==> config.mk <==
export PLATFORM = sky130hd
export DESIGN_NAME = rom_stream
export DESIGN_NICKNAME = d
export VERILOG_FILES = /design/src/rtl/rom_stream.sv
export SDC_FILE = /design/constraint.sdc
export NUM_CORES = 1
export LEC_CHECK = 0
export BUFFER_PORTS_ARGS = -buffer_cell sky130_fd_sc_hd__buf_2
export CORE_ASPECT_RATIO = 2
export CORE_MARGIN = 8
export CORE_UTILIZATION = 34
export CTS_CLUSTER_SIZE = 30
export DETAILED_ROUTE_END_ITERATION = 10
export GPL_ROUTABILITY_DRIVEN = 0
export PLACE_DENSITY = 0.52
export SLEW_MARGIN = 40
export SYNTH_ARGS = -nofsm -noshare
export SYNTH_HDL_FRONTEND = slang
export SYNTH_SLANG_ARGS = --single-unit
==> constraint.sdc <==
create_clock -name clk_i -period 3.4 [get_ports clk_i]
set_input_delay 0.51 -clock clk_i [delete_from_list [all_inputs] [get_ports clk_i]]
set_output_delay 0.51 -clock clk_i [all_outputs]
set_load 0.05 [all_outputs]
==> src/rtl/rom_stream.sv <==
// rom_stream: burst sequencer that reads consecutive words from a synchronous
// ROM (1-cycle latency) and presents them on a valid/ready stream through a
// 2-entry skid FIFO. Supports non-power-of-2 address wrap, loop mode and abort.
module rom_stream #(
    parameter int VECTOR_LENGTH = 512,
    parameter int WORD_WIDTH    = 16,
    parameter int ADDR_WIDTH    = $clog2(VECTOR_LENGTH),
    parameter int LEN_WIDTH     = $clog2(VECTOR_LENGTH + 1)
) (
    input  logic                  clk_i,
    input  logic                  rstn_i,
    input  logic                  start_i,
    input  logic                  loop_i,
    input  logic                  abort_i,
    input  logic [ADDR_WIDTH-1:0] base_addr_i,
    input  logic [LEN_WIDTH-1:0]  length_i,
    output logic                  busy_o,
    output logic                  done_o,
    output logic [WORD_WIDTH-1:0] data_o,
    output logic                  valid_o,
    input  logic                  ready_i,
    output logic                  last_o,
    output logic [ADDR_WIDTH-1:0] rom_addr_o,
    output logic                  rom_clke_o,
    input  logic [WORD_WIDTH-1:0] rom_data_i
);

    typedef enum logic [1:0] {
        ST_IDLE,
        ST_RUN,
        ST_DRAIN
    } state_t;

    localparam logic [ADDR_WIDTH-1:0] ADDR_MAX = ADDR_WIDTH'(VECTOR_LENGTH - 1);
    localparam logic [ADDR_WIDTH-1:0] ADDR_ONE = ADDR_WIDTH'(1);
    localparam logic [LEN_WIDTH-1:0]  LEN_ONE  = LEN_WIDTH'(1);

    state_t                state;
    logic [ADDR_WIDTH-1:0] base_q;
    logic [ADDR_WIDTH-1:0] addr_q;
    logic [LEN_WIDTH-1:0]  len_q;
    logic [LEN_WIDTH-1:0]  cnt_q;
    logic                  loop_q;
    logic                  done_q;

    logic                  inflight_q;
    logic                  inflight_last_q;

    logic [WORD_WIDTH-1:0] fifo_data [2];
    logic                  fifo_last [2];
    logic                  rd_ptr;
    logic                  wr_ptr;
    logic [1:0]            occ;

    logic                  flush;
    logic                  push;
    logic                  pop;
    logic [1:0]            in_use;
    logic                  issue;
    logic                  issue_last;
    logic [ADDR_WIDTH-1:0] addr_next;

    // Issue/handshake decode. The pop of this cycle frees a slot, which is
    // what allows one word per cycle with only two buffer entries.
    always_comb begin
        flush      = abort_i && (state != ST_IDLE);
        push       = inflight_q && !flush;
        pop        = (occ != 2'd0) && ready_i;
        in_use     = occ + {1'b0, inflight_q} - {1'b0, pop};
        issue      = (state == ST_RUN) && !abort_i && (in_use < 2'd2);
        issue_last = (cnt_q == (len_q - LEN_ONE));
        addr_next  = (addr_q == ADDR_MAX) ? '0 : (addr_q + ADDR_ONE);
    end

    // Burst control FSM: captures the command, walks addresses, signals done.
    always_ff @(posedge clk_i or negedge rstn_i) begin
        if (!rstn_i) begin
            state  <= ST_IDLE;
            base_q <= '0;
            addr_q <= '0;
            len_q  <= '0;
            cnt_q  <= '0;
            loop_q <= 1'b0;
            done_q <= 1'b0;
        end else begin
            done_q <= 1'b0;
            case (state)
                ST_IDLE: begin
                    if (start_i && !abort_i) begin
                        if (length_i == '0) begin
                            done_q <= 1'b1;
                        end else begin
                            base_q <= base_addr_i;
                            addr_q <= base_addr_i;
                            len_q  <= length_i;
                            loop_q <= loop_i;
                            cnt_q  <= '0;
                            state  <= ST_RUN;
                        end
                    end
                end
                ST_RUN: begin
                    if (abort_i) begin
                        state <= ST_IDLE;
                    end else if (issue) begin
                        if (issue_last) begin
                            if (loop_q) begin
                                addr_q <= base_q;
                                cnt_q  <= '0;
                            end else begin
                                state <= ST_DRAIN;
                            end
                        end else begin
                            addr_q <= addr_next;
                            cnt_q  <= cnt_q + LEN_ONE;
                        end
                    end
                end
                ST_DRAIN: begin
                    if (abort_i) begin
                        state <= ST_IDLE;
                    end else if ((occ == 2'd0) && !inflight_q) begin
                        state  <= ST_IDLE;
                        done_q <= 1'b1;
                    end
                end
                default: state <= ST_IDLE;
            endcase
        end
    end

    // Track the single outstanding ROM read and its last-of-pass tag.
    always_ff @(posedge clk_i or negedge rstn_i) begin
        if (!rstn_i) begin
            inflight_q      <= 1'b0;
            inflight_last_q <= 1'b0;
        end else begin
            inflight_q      <= issue;
            inflight_last_q <= issue && issue_last;
        end
    end

    // Two-entry skid FIFO holding {data, last}; flushed on abort.
    always_ff @(posedge clk_i or negedge rstn_i) begin
        if (!rstn_i) begin
            for (int unsigned i = 0; i < 2; i++) begin
                fifo_data[i] <= '0;
                fifo_last[i] <= 1'b0;
            end
            rd_ptr <= 1'b0;
            wr_ptr <= 1'b0;
            occ    <= 2'd0;
        end else if (flush) begin
            rd_ptr <= 1'b0;
            wr_ptr <= 1'b0;
            occ    <= 2'd0;
        end else begin
            if (push) begin
                fifo_data[wr_ptr] <= rom_data_i;
                fifo_last[wr_ptr] <= inflight_last_q;
                wr_ptr            <= ~wr_ptr;
            end
            if (pop) begin
                rd_ptr <= ~rd_ptr;
            end
            case ({push, pop})
                2'b10:   occ <= occ + 2'd1;
                2'b01:   occ <= occ - 2'd1;
                default: occ <= occ;
            endcase
        end
    end

    assign busy_o     = (state != ST_IDLE);
    assign done_o     = done_q;
    assign valid_o    = (occ != 2'd0);
    assign data_o     = fifo_data[rd_ptr];
    assign last_o     = valid_o && fifo_last[rd_ptr];
    assign rom_addr_o = addr_q;
    assign rom_clke_o = issue;

endmodule

==> results <==
- The flow ran to the end, and the final reports show no timing, DRC or antenna violations.
- Buffers inserted during clock tree synthesis total 9.
- STA classifies the critical path startpoint as a flop.
- The count of maximum capacitance violations is 0.
- The first routing iteration left between 100 and 150 violations.
- The synthesized netlist devotes about a tenth of its cell area to compound gates.
- Entering global routing, the biggest net connects 40 pins.
- The synthesized design contains between 80 and 90 register bits.
- The clock drives 82 sinks.
- The most frequent cell after synthesis is sky130_fd_sc_hd__dfrtp_1.
- Counting distinct cell types in the post-synthesis netlist gives between 50 and 60.
- The die is roughly 180 µm tall.
- The number of antenna violations at the first check in global routing is 0.
- The synthesized netlist devotes under 10% of its cell area to XOR and XNOR gates.
- The commonest cells after synthesis are sky130_fd_sc_hd__dfrtp_1 (82), sky130_fd_sc_hd__nand2_1 (62), sky130_fd_sc_hd__mux2_2 (52).
- The core occupancy in the finished layout is between 40% and 50%.
- The root buffer selected by CTS is sky130_fd_sc_hd__clkbuf_16.
- The first global-routing pass estimated approximately 18000 µm of wire.
- The required time of the critical path is 3.62 ns.
- The critical-path cell with the highest stage delay is sky130_fd_sc_hd__or4_1.
- The share of the clock period used by the worst path is 89.6%.
- The half-perimeter wire length after detailed placement is 7830 µm.
- Between clock sinks in the finished design, the worst skew comes to 0.00715 ns.
- Yosys attributes the largest share of cell area to sky130_fd_sc_hd__dfrtp_1 (46%), sky130_fd_sc_hd__mux2_2 (13%), sky130_fd_sc_hd__nand2_1 (5.3%).
- Timing analysis after detailed placement gives a worst setup slack of roughly 0.37 ns.
- The global routing stage identified its most utilized layer as met2.
- The synthesized area divided by synthesized cell count is 10.2 µm².
- Setup repair after global routing left no endpoint under its margin.
- The detailed router placed between 3000 and 4000 vias in this run.
- The global-route track usage on met1 is between 15 and 20%.
- The clock latency reported for the late side of the worst-skew pair is ~0.34 ns.
- For met3 alone, demand over resource in global routing was around 3.0%.
- The transition time at the pin with the least slew margin is ~0.68 ns.
- The area growth from synthesis to layout is 18.8%.
- Port buffering added 70 buffers.
- The initial cell density of the core is about a third.
- The number of antenna-violating nets in the routed design is 0.
- The number of buffer and inverter instances along the worst setup path is 1.
- In the routed design, unresolved DRC markers number 0.
- The highest fanout seen on the critical path is 10.
- The endpoint kind of the worst setup timing path is a flop.
- The static leakage power is around 2.5 nW.
- The maximum single-stage delay on the critical path is approximately 0.7 ns.
- The floorplan step defined a core boundary enclosing ~0.013 mm².
- The worst-case IR drop observed on VDD is between 0.7 and 0.8 mV.
- The flip-flop cell with the highest count after synthesis is sky130_fd_sc_hd__dfrtp_1.
- The final count of hold timing violations was 0.
- The number of ports placed on the die boundary is just over 70.
- The share of the synthesized area in the top cell type is approximately 46%.
- Buffers added to address setup during post-CTS repair amount to 0.
- Global routing consumed, on the met2 layer, 20.0% of the routing resources.
- The share of layout cells above drive strength 1 is 32.2%.
- The number of gates given a new drive strength after cts is 0.
- Traced cell by cell, the critical path runs through inv_1 > ha_1 > o21ai_0 > or3_1 > a211oi_2 > o31ai_2 > or4_1 > a32o_1.
- The via count of the first global-routing pass is between 3000 and 4000.
- Across every metal layer, demand over resource in global routing totals around 13%.
- The CTS tree is yes.
- Global routing finished with a remaining overflow of 0.
- After synthesis, the share of flip-flops with an asynchronous set or reset is between 90% and 100%.
- Sequential cells were found to cover ~46% of the synthesized design area.
- After synthesis, the largest family of logic cells by area is simple AND/OR/NAND/NOR gates.
- The die outline width is slightly below 100 µm.
- The buffer levels on the longest clock path is 2.
- Summing every instance area after synthesis gives roughly 0.0044 mm².
- The average wire per standard cell is 16.4 µm.
- The type of the most critical hold path is input pin to asynchronous set/reset pin.
- The die covers 0.0171 mm².
- Synthesis produced a netlist with a net count of between 400 and 500.
- In the routed layout, each cell is associated on average with a via count of ~5.2.
- The critical path is of the flop to flop type.
- The multiplexer fraction of the synthesized cell area is between 10% and 20%.
- After clock tree synthesis, the clock-pin slew on the worst setup and hold paths is approximately 0.060 ns.
- The cell class contributing the biggest share of worst-path delay is simple AND/OR/NAND/NOR gates.
- The share of synthesized cell area in and, or, nand and nor gates is 19.6%.
- After layout, the worst setup slack is ~0.35 ns.
- The first-pass iteration count of the detailed router is 4.
- The worst path in the final design needs a cycle of between 3 and 4 ns, including I/O delays and setup.
- The number of flops mapped to enable cells by yosys is 0.
- For this run, the top clock speed supported by timing is ~330 MHz.
- In this run the power density over the cells is about 900 mW/mm².
- The synthesized design spends more area on one cell type than any other, namely sky130_fd_sc_hd__dfrtp_1.
- STA puts the critical path data arrival time at between 3 and 4 ns.
- The floorplan row count is between 50 and 60.
- Yosys printed 0 warnings.
- The total negative slack is 0 ns.
- The number of setup violations in the final report is 0.
- The number of buffers inserted by hold repair at cts is 0.
- The synthesized-area fraction occupied by adder cells is approximately 1.4%.
- The cell count after synthesis came out at 435.
- The H-tree was split into 3 levels.
- The final-report max-slew violation count is 0.
- Measured against its own limit, the worst slew margin works out to ~54%.
- The number of diodes added for antenna fixing is 0.
- The post-layout net count is between 500 and 600.
- The wire length reported by the detailed router is between 10000 and 15000 µm.
-- path summary, 6_finish.rpt --
kind,from,to,slack (ns),depth (start not counted)
min in group clk_i,base_addr_i[3],base_q[3],0.38,3
worst min register to register,base_q[4],base_q[4],0.48,2
worst max-delay path,len_q[0],rom_addr_o[5],0.35,8
worst min-delay path,rstn_i,len_q[7],0.07,1
max in group asynchronous,rstn_i,fifo_data[26],2.81,2
worst max register to register,len_q[0],rom_addr_o[5],0.35,8
-- layer usage --
metal	wire (µm)	part of all wire, %
met1	5220	48
met3	533	4.9
met5	0	0
met4	133	1.2
met2	4970	46
-- cell usage in the layout, fill, tap and decap left out, types with 3 or more instances in the layout --
| cell type | synthesis | final |
|---|---|---|
| sky130_fd_sc_hd__nor4_1 | 12 | 12 |
| sky130_fd_sc_hd__a32o_1 | 7 | 7 |
| sky130_fd_sc_hd__nor2_1 | 43 | 43 |
| sky130_fd_sc_hd__ha_1 | 5 | 5 |
| sky130_fd_sc_hd__or3_1 | 3 | 3 |
| sky130_fd_sc_hd__buf_2 | 3 | 69 |
| sky130_fd_sc_hd__nor4b_1 | 3 | 3 |
| sky130_fd_sc_hd__nand2b_1 | 3 | 3 |
| sky130_fd_sc_hd__clkinvlp_4 | 0 | 3 |
| sky130_fd_sc_hd__o21ai_0 | 4 | 4 |
| sky130_fd_sc_hd__and3_1 | 7 | 7 |
| sky130_fd_sc_hd__or2_2 | 3 | 3 |
| sky130_fd_sc_hd__inv_1 | 9 | 9 |
| sky130_fd_sc_hd__nor3_1 | 9 | 8 |
| sky130_fd_sc_hd__buf_4 | 0 | 13 |
| sky130_fd_sc_hd__a21o_1 | 3 | 3 |
| sky130_fd_sc_hd__a21oi_1 | 10 | 10 |
| sky130_fd_sc_hd__xnor2_1 | 18 | 18 |
| sky130_fd_sc_hd__mux2_2 | 52 | 52 |
| sky130_fd_sc_hd__nand2_1 | 62 | 62 |
| sky130_fd_sc_hd__nand3_1 | 15 | 15 |
| sky130_fd_sc_hd__dfrtp_1 | 82 | 81 |
| sky130_fd_sc_hd__a211o_1 | 8 | 8 |
| sky130_fd_sc_hd__xor2_1 | 4 | 4 |
| sky130_fd_sc_hd__clkbuf_16 | 0 | 9 |
| sky130_fd_sc_hd__mux2i_1 | 8 | 8 |
-- where the power goes --
group / switching, mW / internal (mW)
combinational: 1.35 / 0.836
clock: 0.413 / 0.504
sequential: 0.349 / 1.33
total: 2.12 / 2.67
-- kinds of logic after synthesis --
kind of cell    Yosys count
compound gates           53
xor+xnor                 23
fa+ha+maj                 5
buf+inv                  33
flops                    82
mux                      60
simple gates            179
-- per-stage QoR --
stage | total power [mW] | hold slack (ns) | std cells | cell area (µm²)
floorplan | 3.38 | 0.214 | 435 | 4430
global placement | 3.88 | 0.465 | 645 | 4950
detailed placement | 3.91 | 0.442 | 646 | 4970
CTS | 4.85 | 0.0780 | 662 | 5250
global route | 5.08 | 0.0876 | 662 | 5250
finish | 4.78 | 0.0740 | 662 | 5250
-- worst reg2reg max path, stage by stage, from the launching register on --
cell and delay, ns:
sky130_fd_sc_hd__dfrtp_1 0.48, sky130_fd_sc_hd__inv_1 0.11, sky130_fd_sc_hd__ha_1 0.36, sky130_fd_sc_hd__o21ai_0 0.20
sky130_fd_sc_hd__or3_1 0.35, sky130_fd_sc_hd__a211oi_2 0.27, sky130_fd_sc_hd__o31ai_2 0.15, sky130_fd_sc_hd__or4_1 0.71
sky130_fd_sc_hd__a32o_1 0.29
-- cell type report --
type,count,area [µm²]
clock buffer,10,229
tap,152,190
clock inverter,6,51.3
inverter,9,33.8
timing repair buffer,83,463
multi-input combinational,320,2230
fill,1353,7590
sequential,82,2050
-- registers in the layout (all words and copies together), names as in the netlist, 2 cells and up --
signal      count
fifo_data      32
cnt_q          10
len_q          10
base_q          9
rom_addr_o      9
fifo_last       2
occ             2
state           2
No activity file was read; power rests on OpenSTA's default activity.
